--- src/rtl/program_loader.sv ---
// Program loader: accepts a stream of 3-bit program words into a 16-entry
// store, then exposes opcode/operand pairs to the fetch stage once loaded.
module program_loader (
    input  logic       clk,
    input  logic       rst_n,
    input  logic       load_start,
    input  logic       in_valid,
    input  logic [2:0] in_data,
    input  logic       in_last,
    output logic       in_ready,
    output logic       load_done,
    output logic [4:0] prog_len,
    input  logic [3:0] rd_ptr,
    output logic [2:0] rd_opcode,
    output logic [2:0] rd_operand,
    output logic       rd_end
);

    typedef enum logic [1:0] {IDLE, LOAD, DONE} state_t;

    state_t            state, state_nxt;
    logic [15:0][2:0]  words;
    logic [3:0]        wr_ptr;
    logic              hs;
    logic              last_word;

    // A restart pulse always wins over a word offered in the same cycle.
    assign hs        = in_valid && in_ready && !load_start;
    // The store fills at word 15; that word terminates the load even without in_last.
    assign last_word = in_last || (wr_ptr == 4'd15);

    // State register
    always_ff @(posedge clk or negedge rst_n) begin
        if (!rst_n) state <= IDLE;
        else        state <= state_nxt;
    end

    // Next-state logic
    always_comb begin
        state_nxt = state;
        case (state)
            IDLE: if (load_start) state_nxt = LOAD;
            LOAD: begin
                if (load_start)            state_nxt = LOAD;
                else if (hs && last_word)  state_nxt = DONE;
            end
            DONE: if (load_start) state_nxt = LOAD;
            default: state_nxt = IDLE;
        endcase
    end

    // Registered status flags track the state they will reflect next cycle
    always_ff @(posedge clk or negedge rst_n) begin
        if (!rst_n) begin
            in_ready  <= 1'b0;
            load_done <= 1'b0;
        end else begin
            in_ready  <= (state_nxt == LOAD);
            load_done <= (state_nxt == DONE);
        end
    end

    // Program store, write pointer and length
    always_ff @(posedge clk or negedge rst_n) begin
        if (!rst_n) begin
            words    <= '0;
            wr_ptr   <= 4'd0;
            prog_len <= 5'd0;
        end else if (load_start) begin
            words    <= '0;
            wr_ptr   <= 4'd0;
            prog_len <= 5'd0;
        end else if (hs) begin
            words[wr_ptr] <= in_data;
            if (wr_ptr != 4'd15)    wr_ptr   <= wr_ptr + 4'd1;
            if (prog_len != 5'd16)  prog_len <= prog_len + 5'd1;
        end
    end

    // Read port: only even pointers address an opcode/operand pair, and only
    // a completed load is visible to the fetch stage.
    always_comb begin
        rd_opcode  = 3'b000;
        rd_operand = 3'b000;
        if (state == DONE && !rd_ptr[0]) begin
            rd_opcode  = words[rd_ptr];
            rd_operand = words[{rd_ptr[3:1], 1'b1}];
        end
        rd_end = (state != DONE) || (({1'b0, rd_ptr} + 5'd1) >= prog_len);
    end

endmodule

--- config.mk ---
export PLATFORM = sky130hd
export DESIGN_NAME = program_loader
export DESIGN_NICKNAME = d
export VERILOG_FILES = /design/src/rtl/program_loader.sv
export SDC_FILE = /design/constraint.sdc
export NUM_CORES = 1
export LEC_CHECK = 0
export ABC_AREA = 0
export CAP_MARGIN = 10
export CELL_PAD_IN_SITES_DETAIL_PLACEMENT = 0
export CELL_PAD_IN_SITES_GLOBAL_PLACEMENT = 1
export CORE_MARGIN = 10
export CORE_UTILIZATION = 45
export CTS_BUF_LIST = sky130_fd_sc_hd__clkbuf_16
export DETAILED_ROUTE_END_ITERATION = 7
export PLACE_DENSITY_LB_ADDON = 0.1
export SKIP_CTS_REPAIR_TIMING = 1
export SLEW_MARGIN = 15
export SYNTH_ARGS = -nofsm -noshare
export SYNTH_HDL_FRONTEND = slang
export SYNTH_SLANG_ARGS = --single-unit
--- constraint.sdc ---
create_clock -name clk -period 4.3 [get_ports clk]
set_input_delay 1.29 -clock clk [delete_from_list [all_inputs] [get_ports clk]]
set_output_delay 1.29 -clock clk [all_outputs]
set_load 0.1 [all_outputs]
# After elaboration in Yosys (flattened, before gate mapping)
# Index checks and enable logic that the tools add are counted.
classes:
  order_cmp: 5
  n_addsub: 3
  n_bitwise: 0
  shifts: 0
  eq_ne: 8
  multipliers: 0
  n_mux: 21
  div: 0
  reduce_logical: 16
op_table:
  columns: ["cell", "n"]
  rows:
  - ["$mux 48", 2]
  - ["$bwmux 48", 1]
  - ["$lt 4x5->1 const B", 3]
  - ["$mux 3", 5]
  - ["$mux 5", 3]
  - ["$bmux 3 s4", 1]
  - ["$demux 3 s4", 1]
  - ["$mux 4", 3]
  - ["$bmux 3 s3", 1]
  - ["$mux 2", 3]
  - ["$reduce_bool 2->1", 3]
  - ["$add 4x1->5 const B", 1]
  - ["$add 5x1->5 const B", 1]
  - ["$ge 5x5->1", 1]
  - ["$logic_and 1x1->1", 5]
  - ["$ne 5x5->1 const B", 1]
  - ["$add 4x1->4 const B", 1]
  - ["$eq 2x1->1 const B", 2]
  - ["$eq 2x2->1 const B", 2]
  - ["$eq 4x4->1 const B", 1]
  - ["$ge 4x1->1 const B", 1]
  - ["$ne 4x4->1 const B", 1]
  - ["$pmux 2 s2", 1]
  - ["$reduce_and 2->1", 2]
  - ["5 further kinds", 7]
word_totals:
  output_inout_bits: 14
  mem_bits_ro: 0
  input_bits: 12
  latchBits: 0
  ram_bits: 0
  ff_bits: 61
  memories: 0
  word_cells: 74

# Longest topological paths before layout
# Gate-level depths: netlist of the first run.
depth:
  ltp_word: 7
  ltp_mapped: 7
  ltp_nobuf: 5

# Worst setup path after synthesis of the first run
# No wires, ideal clock.
synth_timing:
  kind: "in2out"
  startpoint: "in rd_ptr[1]"
  endpoint: "out rd_end"
  stages: 7
  path_buffers: 2
  setup_slack_ps: -1304
  arrival_ps: 4314
  path_cell_list: "buf_4 buf_4 nand3_1 xnor2_1 ha_1 o211ai_1 o21ai_0"
synth_between:
  elab_chain_cells: 3
synth_rtl:
  columns: ["item", "line_no", "source"]
  rows:
  - ["from (decl)", "13", "input logic [3:0] rd_ptr,"]
  - ["$add 4x1->5", "89", "rd_end = (state != DONE) || (({1'b0, rd_ptr} + 5'd1) >= prog_len);"]
  - ["$ge 5x5->1", "89", null]
  - ["$logic_or 1x1->1", "89", null]
  - ["to (decl)", "16", "output logic rd_end"]
# No other way between the ends.

# Final worst setup path of the first run
# Same ends and word-level chain as after synthesis.

==> out/summary.md, run 1 <==
The final max-slew violation count is 0. The area of the die is 11600 µm². The number of nets handed over by synthesis was 408. The clock passes through at most 2 buffers. The height of the die works out to 108 µm. Count of final hold-check violations: 0. Summing all non-filler instances in the final layout gives an area of 4170 µm². Area of the placeable core: 7370 µm².

For the internal power of the cells, the log shows 1.09 mW. In this run, the number of DRC markers left after iteration 0 of detailed routing was 211. The Yosys step of the flow raised 0 warnings. Filler cell count in the final layout: 668.

The global placement routability congestion was 0.815; the count of inserted antenna diode cells was 0. Relative slew slack: 0.345. For this design the static power due to leakage is 1.71 nW. In this run the core area contains 31 standard-cell rows. The share of synthesized area occupied by flip-flops and latches is 0.440, and the highest ir drop seen on vdd is 0.214 mV.

Met2 track demand over resource: 0.259. The predominant post-synthesis flop cell was sky130_fd_sc_hd__dfrtp_1. The mean routed wirelength per cell was 19.0 µm; the clock-pin slew reported for the worst setup and hold paths after clock tree synthesis was 50 ps. The estimated wirelength of the detail-placed design was 6530 µm.

The type of the most critical hold path was flip-flop to flip-flop. The fraction of final layout cells sized beyond drive strength 1 is 0.106. For the final database, setup skew stands at 8.26 ps. The pin count of the biggest net entering global routing is 41. For the initial core utilization, the log shows 0.471. The number of antenna violations at the first check in global routing was 0; the area added between synthesis and finish was 20.2%.

The average vias per placed instance works out to 5.90. The root buffer cell chosen for the clock tree is sky130_fd_sc_hd__clkbuf_16. The remaining global-route overflow was 0; the synthesized instance count was 384. The mapped netlist covers 3470 µm². The post-route fraction of the period consumed by the critical path is 0.980, and the number of register bits inferred by synthesis is 61. TritonCTS built the clock tree.

In this run the tool buffered the top-level ports with 25 buffer cells. The synthesized area per cell was 9.04 µm². For the total routing resource utilization after global routing, the log shows 0.169. The switching share of power is 0.269, and the via count of the first global-routing pass is 2903. The tools report the number of distinct standard cells referenced by the synthesized netlist as 40. Setup violations remaining at the end of the flow were counted as 0. Number of antenna-violating nets in the routed design: 0. Sequential power share: 0.407. Max-capacitance violation count: 0.

In this run, synthesis inferred 0 flip-flops with an integrated enable. For the worst setup path, the data required time is 3010 ps. The final critical path time including I/O delays and setup is 4210 ps, and the residual DRC count is 0.

The tree built by TritonCTS fans out to 61 sinks. In this run the cell area measured after placement is 3890 µm². The run finished with clean final reports. The clock reaches the later pin of the worst-skew pair after 330 ps. At the end of the flow, the number of nets in the layout was 416.

The actual slew at the worst max-slew pin is 979 ps, and the met1 usage is 0.230. Timing would allow up to 237 MHz. Combinational group share of total power: 0.141. The logs give 26 for the I/O pin count and 399 µW for the net switching power figure. The startpoint kind of the worst setup timing path is a primary input.

Along the worst path, the maximum fanout reaches 3. The first global-routing pass estimated 15700 µm of wire. For the worst setup path, the data arrival time is 2920 ps. Startpoint-to-endpoint class of the critical path: primary input to output port.

The number of iterations in the first detailed-routing pass came out at 5. The met3 global-route usage was 0.0389. The number of clock buffers added by TritonCTS is 9.

The CTS H-tree depth was 3; the total power draw was 1.48 mW. Across all layers, the routed design uses 2917 vias. The fraction of registers with async set/reset came out at 1.00. The most utilized layer in the global route result is met2. The total power per unit cell area is 356 nW/µm², and the die width is 108 µm. The clock power share was 0.452. Wires add up to 9400 µm.

The tools report the endpoint kind of the worst setup timing path as an output port. Setup repair after global routing could not meet its margin everywhere.
==> power groups by stage <==
stage	Clock, mW	Combinational, mW	Sequential, mW
finish	0.671	0.209	0.604
global route	0.709	0.228	0.605
CTS	0.685	0.210	0.604
detailed placement	0	0.209	0.613
global placement	0	0.208	0.613
floorplan	0	0.117	0.637
==> layer usage <==
layer,part of all wire,vias to the layer above,wire length [µm]
met4,0.0059,0,55
met2,0.46,73,4330
li1,-,1414,-
met1,0.47,1424,4460
met5,0,-,0
met3,0.059,6,551
==> final cells by class <==
cell class / instances / area, µm² / share of cell area
Clock buffer: 9 / 225 / 0.0540
Timing Repair Buffer: 33 / 393 / 0.0942
Multi-Input combinational cell: 279 / 1830 / 0.438
Tap cell: 99 / 124 / 0.0297
Sequential cell: 61 / 1530 / 0.366
Inverter: 8 / 30.0 / 0.00720
Clock inverter: 5 / 45.0 / 0.0108
==> worst paths after layout <==
kind	depth (start not counted)	start	slack, ps	endpoint
max reg2reg	3	wr_ptr[2]	2620	state[1]
min	1	state[0]	520	in_ready
min reg2reg	1	state[0]	520	in_ready
min in group asynchronous	1	rst_n	940	words[18]
max in group asynchronous	2	rst_n	2450	words[41]
max	8	rd_ptr[1]	90	rd_end
==> Yosys cell counts (6+ instances only) <==
| library cell | count | area share |
|---|---|---|
| sky130_fd_sc_hd__dfrtp_1 | 61 | 0.44 |
| sky130_fd_sc_hd__nand3_1 | 58 | 0.084 |
| sky130_fd_sc_hd__a21oi_1 | 56 | 0.081 |
| sky130_fd_sc_hd__o21ai_0 | 54 | 0.078 |
| sky130_fd_sc_hd__mux2i_1 | 25 | 0.072 |
| sky130_fd_sc_hd__clkbuf_1 | 21 | 0.023 |
| sky130_fd_sc_hd__a22o_1 | 12 | 0.030 |
| sky130_fd_sc_hd__ha_1 | 12 | 0.043 |
| sky130_fd_sc_hd__inv_1 | 8 | 0.0087 |
| sky130_fd_sc_hd__nand2b_1 | 8 | 0.014 |
| sky130_fd_sc_hd__buf_2 | 6 | 0.0087 |
| sky130_fd_sc_hd__nor3_1 | 6 | 0.0087 |
==> critical path: stages <==
cell and delay, ps:
sky130_fd_sc_hd__clkdlybuf4s50_1 490, sky130_fd_sc_hd__buf_4 160, sky130_fd_sc_hd__nand3_1 100, sky130_fd_sc_hd__xnor2_1 150, sky130_fd_sc_hd__ha_1 280, sky130_fd_sc_hd__o211ai_1 100
sky130_fd_sc_hd__o21ai_2 170, sky130_fd_sc_hd__buf_12 190
==> kinds of logic (layout without fill, tap and decap cells) <==
kind of cell               after synthesis  count (layout)  share of synthesized area
DFF                                     61              61                      0.440
buffers and inverters                   44              55                     0.0573
xor gates and xnor gates                 2               2                    0.00505
and+or+nand+nor                        107             107                      0.168
muxes                                   26              26                     0.0753
AOI/OAI and AO/OA                      132             132                      0.211
adders and majority gates               12              12                     0.0433
==> state kept, by name (all words and copies together), names as in the netlist <==
| name | cells |
|---|---|
| in_ready | 1 |
| prog_len | 5 |
| load_done | 1 |
| words | 48 |
| wr_ptr | 4 |
| state | 2 |
==> through the flow <==
stage                     utilization  worst slack (ps)  hold slack (ps)  setup TNS (ps)  cells
final                           0.566              85.7              518               0    494
after global routing            0.566            -0.144              552          -0.144    494
after CTS                       0.565             0.545              519               0    494
after detailed placement        0.528              8.17              512               0    480
after global placement          0.528              45.7              506               0    480
after floorplan                     -             -30.7              485           -30.7    384
==> layout by cell type, fill, tap and decap left out, types with 11 or more instances in the layout <==
master                             n
sky130_fd_sc_hd__a22o_1           12
sky130_fd_sc_hd__dfrtp_1          61
sky130_fd_sc_hd__mux2i_1          25
sky130_fd_sc_hd__a21oi_1          56
sky130_fd_sc_hd__o21ai_0          53
sky130_fd_sc_hd__nand3_1          58
sky130_fd_sc_hd__ha_1             11
sky130_fd_sc_hd__clkdlybuf4s50_1  15
Power figures use the tool's default switching activity.
==> run 2: changes to the inputs <==
- PLACE_DENSITY: not set -> 0.78
- PLACE_DENSITY_LB_ADDON: 0.1 -> not set
- SKIP_LAST_GASP: not set -> 1
==> run 2 against run 1 <==
Against the previous run:
- combinational power hardly changed
- routed wire length grew 0.98%
- highest routed layer unchanged
- worst setup slack lost 32 ps
- fmax fell by 0.76%
- clock power rose by 3%
- cell area up 0.15%
==> out/summary.md, run 2 (synthesis results as in run 1) <==
Dividing the detail-routed wire length by the instance count gives 19.1 µm. The CTS root buffer was sky130_fd_sc_hd__clkbuf_16. The finished layout holds 497 standard cells, fillers aside.

The number of placed cells counting well taps came out at 481. At the later pin of the worst-skew pair, clock insertion delay measures 320 ps. For the initial core utilization, the log shows 0.471. Sum of negative setup slack: 0 ps.

The actual slew at the worst max-slew pin was 971 ps. Setup repair after global routing left no endpoint under its margin. The detailed router placed 2950 vias in this run. The final critical path time including I/O delays and setup was 4250 ps; the die width was 108 µm. Leaving out fill and tap cells, the most frequent cell in the layout is sky130_fd_sc_hd__dfrtp_1.

In the final layout, the registers with the most flip-flops are words (48), prog_len (5), wr_ptr (4). TritonCTS created 9 clock buffers. The tightest min-delay check is of the flip-flop to flip-flop type. The run finished with clean final reports. Among cell families on the critical path, the largest total delay comes from buffers and inverters.

The run gives 6530 µm as the estimated wirelength of the detail-placed design. Summing internal, switching and leakage power gives 1.50 mW. For the highest ir drop seen on vdd, the log shows 0.227 mV. The library cells used most frequently in the layout, excluding fill and tap cells, are sky130_fd_sc_hd__dfrtp_1, sky130_fd_sc_hd__nand3_1, sky130_fd_sc_hd__a21oi_1, sky130_fd_sc_hd__o21ai_0, sky130_fd_sc_hd__mux2i_1. For the worst setup path, the data required time is 3010 ps.

The worst setup path is captured at an output port. The count of inserted antenna diode cells was 0; the area of the placeable core was 7370 µm². For this run, the post-layout net count is 417.

The critical path goes through clkdlybuf4s50_1, nor2b_1, a22o_1, nor3_4, buf_12. Total routing resource utilization after global routing: 0.169. Among all stages on the critical path, the largest delay is contributed by sky130_fd_sc_hd__clkdlybuf4s50_1. The initial DRC count is 225, and the highest attainable clock frequency is 235 MHz.

The clock arrives with 7.17 ps of skew. The run gives 0 as the total of endpoints with negative setup slack in the final report. The pin count of the biggest net entering global routing was 45. For this design the ratio of total power to cell area is 359 nW/µm². The run gives 0.350 as the relative slew slack. The reg2reg setup slack is 2550 ps. The maximum root-to-sink buffer count was 2; the fraction of final layout cells sized beyond drive strength 1 was 0.113. Across the run, the number of max-cap violations was 0. The total number of clock tree sinks came out at 61. Clock-pin slew was measured on the worst setup and hold paths at 50 ps. At the end of routability-driven placement, the weighted congestion stood at 0.815.

The number of buffers and inverters on the critical path is 2. The via count of the first global-routing pass is 2900. The count of nets left with antenna violations once routing finished came out at 0.

STA classifies the critical path startpoint as a primary input. The area of the die was 11600 µm²; the height of the die was 108 µm. For the final max-slew violation count, the log shows 0. After global routing the overflow that remains totals 0. For the final worst-path setup slack, the log shows 53.6 ps. For the total routed wirelength, the log shows 9490 µm.

CTS built an H-tree with a depth of 3. The leakage power was 1.72 nW. The startpoint-to-endpoint class of the critical path was primary input to output port. Of all nets on the critical path, the largest fanout is 7. Post-route fraction of the period consumed by the critical path: 0.988. For this run, design rule violations remaining after detail routing come to 0. The register with the most flip-flops in the layout has 48 of them. For this design the top-level I/O count stands at 26. The worst slack after detailed placement is -16.2 ps.

The number of iterations in the first detailed-routing pass came out at 5. The layout has 680 filler cells. The tools report the number of antenna violations at the first check in global routing as 0. Register with the most flip-flops: words. The count of final hold-check violations is 0, and the area added between synthesis and finish is 20.3%.

The number of port buffers was 25; the delay of the slowest cell on the worst path was 610 ps. TritonCTS built the clock tree. For the worst setup path, the data arrival time is 2960 ps. In the routed layout, each cell is associated on average with a via count of 5.94. The first global-routing pass estimated 15600 µm of wire. The floorplan has 31 rows.
## run 2: changes by cell type in the layout (fill, tap and decap cells not counted), sizes merged
| cell | delta |
|---|---|
| inv | +1 |
| clkinvlp | +1 |
| buf | +1 |
## run 2: final timing paths
kind                       startpoint           end  cells after the start
setup / recovery            rd_ptr[2]  rd_opcode[0]                      5
hold / removal               state[1]      state[0]                      1
setup reg to reg            wr_ptr[3]     words[31]                      3
hold reg to reg              state[1]      state[0]                      1
max in group asynchronous       rst_n      words[0]                      2
min in group asynchronous       rst_n   prog_len[4]                      1
## run 2: metal layers
layer / wire [µm] / GRT usage
met1: 4410 / 0.235
met2: 4340 / 0.258
met3: 653 / 0.0395
met4: 87 / 0.0429
met5: 0 / 0
## run 2: cell type report
| type | count | area (µm²) | area share |
|---|---|---|---|
| sequential | 61 | 1530 | 0.365 |
| clock inverter | 7 | 58.8 | 0.0141 |
| multi-input combinational | 279 | 1820 | 0.437 |
| tap | 99 | 124 | 0.0297 |
| timing repair buffer | 34 | 388 | 0.0929 |
| clock buffer | 9 | 225 | 0.0539 |
| inverter | 8 | 30.0 | 0.00719 |
## run 2: worst register-to-register path: cells and delay by family (launching register included)
| kind | cells | cell delay (ps) |
|---|---|---|
| compound gates | 2 | 430 |
| flops | 1 | 640 |
| simple gates | 1 | 540 |
## run 2: power by group
part	switching [mW]	internal (mW)
clock	0.249	0.440
combinational	0.145	0.0643
sequential	0.0163	0.587
total	0.410	1.09
## run 2: stage by stage
stage               hold slack (ps)  cell area, µm²  utilization
floorplan                       485            3540            -
global placement                511            3880        0.527
detailed placement              529            3880        0.527
CTS                             536            4170        0.566
global route                    557            4180        0.567
finish                          529            4180        0.567
==> run 3: changes to the inputs <==
- CELL_PAD_IN_SITES_DETAIL_PLACEMENT: 0 -> 1
==> run 3 against run 2 <==
Against the previous run:
- critical path depth unchanged
- fmax increased by 0.44%
- utilization increased by 0.83 points
- worst hold slack got worse by 9.0 ps
- count of clock-buffer cells in the layout unchanged
- highest routed layer unchanged
- clock power increased by 10%
- via count increased by 4.5%
- sequential cell count unchanged
- global-route usage increased by 3.1 points
- largest power group unchanged
==> out/summary.md, run 3 (synthesis results as in run 1) <==
The clock buffer count from CTS came out at 9. The tools report the initial DRC count as 248. The tools report the startpoint kind of the worst setup timing path as a primary input.

The final core utilization was 0.575. TritonCTS built the clock tree. Across the run, the number of max-cap violations was 0.

Along the worst path, the maximum fanout reaches 6. The largest registers in the layout are words (48), prog_len (5), wr_ptr (4). The global placement routability congestion was 0.815; the maximum root-to-sink buffer count was 2.

The worst hold path stage count was 1; the leakage power was 1.77 nW. The run gives 0 as the residual DRC count. Total number of clock tree sinks: 61. Mean routed wirelength per cell: 22.9 µm. The register with the most flip-flops is words. The floorplan has 31 rows.

Detailed placement finished with a half-perimeter wire length of 7320 µm. After clock tree synthesis, the clock-pin slew on the worst setup and hold paths is 50 ps. The total of endpoints with negative setup slack in the final report came out at 0. Data on the critical path is required at its endpoint by 3010 ps.

The first global-routing pass estimated 18400 µm of wire. The tools report the CTS root buffer as sky130_fd_sc_hd__clkbuf_16. In this run the remaining antenna-violating nets after routing total 0. The logs give 330 ps for the later-pin clock latency in the skew report and 3360 for the via count of the first global-routing pass.

For this block, the via count after detailed routing is 3084. The total power per unit cell area works out to 374 nW/µm². Startpoint-to-endpoint class of the critical path: primary input to output port. The count of buffers added on input and output ports is 25. The tools report the count of final hold-check violations as 0. Between clock sinks in the finished design, the worst skew comes to 3.90 ps.

The count of nets after finishing was 417. The data arrival time of the worst path came out at 2940 ps. The actual slew at the worst max-slew pin is 981 ps. STA classifies the critical path endpoint as an output port. Pin placement for this block handled 26 I/O pins. Counting cells, the worst reg-to-reg path comes to 3. In the layout the commonest cells are sky130_fd_sc_hd__dfrtp_1, sky130_fd_sc_hd__nand3_1, sky130_fd_sc_hd__a21oi_1, sky130_fd_sc_hd__o21ai_0, sky130_fd_sc_hd__mux2i_1. For hold timing, the worst endpoint is in_ready. The run gives 0 as the number of antenna violations at the first check in global routing.

For the pin count of the biggest net entering global routing, the log shows 45. Most common cell after layout, fill and taps aside: sky130_fd_sc_hd__dfrtp_1. The die width was 108 µm; the area of the placeable core was 7370 µm².

The run gives 3880 µm² as the total cell area at the placement stage. The finished cells cover 4240 µm². The startpoint of the most critical hold path was state[0]. The area of the die is 11600 µm², and the number of iterations in the first detailed-routing pass is 4. Relative to the synthesized area, the layout overhead comes to 22.1%. The highest ir drop seen on vdd was 0.191 mV; the fraction of final layout cells sized beyond drive strength 1 was 0.121. The relative slew slack was 0.344.

The post-route fraction of the period consumed by the critical path came out at 0.983. The H-tree was split into 3 levels. For the count of inserted antenna diode cells, the log shows 0. The largest single stage delay on the critical path is 550 ps. The total overflow left after global routing is 0. The reg2reg setup slack came out at 2330 ps. The endpoint of the worst-slack reg-to-reg timing path was words[39]. The height of the die was 108 µm.

The signal on the critical path passes through clkdlybuf4s50_1, nor2b_1, a22o_1, nor3_4, buf_12. Final max-slew violation count: 0. Highest attainable clock frequency: 237 MHz. The most critical setup path has its startpoint at rd_ptr[3].

The design draws 1.59 mW. Setup repair after global routing left no endpoint under its margin. After detailed routing, the number of vias per cell comes to 6.21. The type of the most critical hold path was flip-flop to flip-flop. The flow ran to the end, and the final reports show no timing, DRC or antenna violations. The largest individual stage delay along the critical path comes from the cell sky130_fd_sc_hd__clkdlybuf4s50_1.

The total routing resource utilization after global routing is 0.200. The reg-to-reg startpoint was wr_ptr[3]. The initial core utilization was 0.471; the number of flip-flops under the largest register name was 48. Summed over all layers, the routed wires come to 11400 µm.

The final critical path time including I/O delays and setup works out to 4230 ps.
-- run 3: worst max-delay path by stage --
stage / endpoint / slack (ps) / cells after the start
floorplan: rd_end / -30 / 7
CTS: rd_end / -110 / 7
detailed placement: rd_end / -30 / 7
global route: rd_opcode[2] / 10 / 6
finish: rd_operand[1] / 70 / 5
global placement: rd_end / 40 / 7
-- run 3: metrics by stage --
stage	instances	TNS, ps	setup WS, ps	hold WS, ps
6_report	497	0	72.4	520
5_1_grt	497	0	14.9	556
4_1_cts	497	-109	-109	530
3_5_place_dp	481	-33.4	-33.4	525
3_3_place_gp	481	0	41.1	511
2_1_floorplan	384	-30.7	-30.7	485
-- run 3: cell type report --
type | instances | area (µm²)
Clock inverter | 7 | 82.6
Tap cell | 99 | 124
Fill cell | 815 | 3130
Timing Repair Buffer | 34 | 403
Multi-Input combinational cell | 279 | 1850
Inverter | 8 | 30.0
Clock buffer | 9 | 225
Sequential cell | 61 | 1530
-- run 3: critical path, delay by kind of cell --
kind,cells,cell delay (ps)
buffers and inverters,2,720
and+or+nand+nor,2,590
AOI/OAI and AO/OA,1,330
-- run 3: power by group --
part	internal (mW)	switching, mW
Combinational	0.0670	0.157
Clock	0.500	0.258
Sequential	0.587	0.0169
-- run 3: per-layer routing --
metal  vias up  track usage  share of wire
met5         -            0              0
met1      1548        0.252           0.43
li1       1415            -              -
met2       105        0.330           0.49
met4         0       0.0553          0.014
met3        16       0.0539          0.057
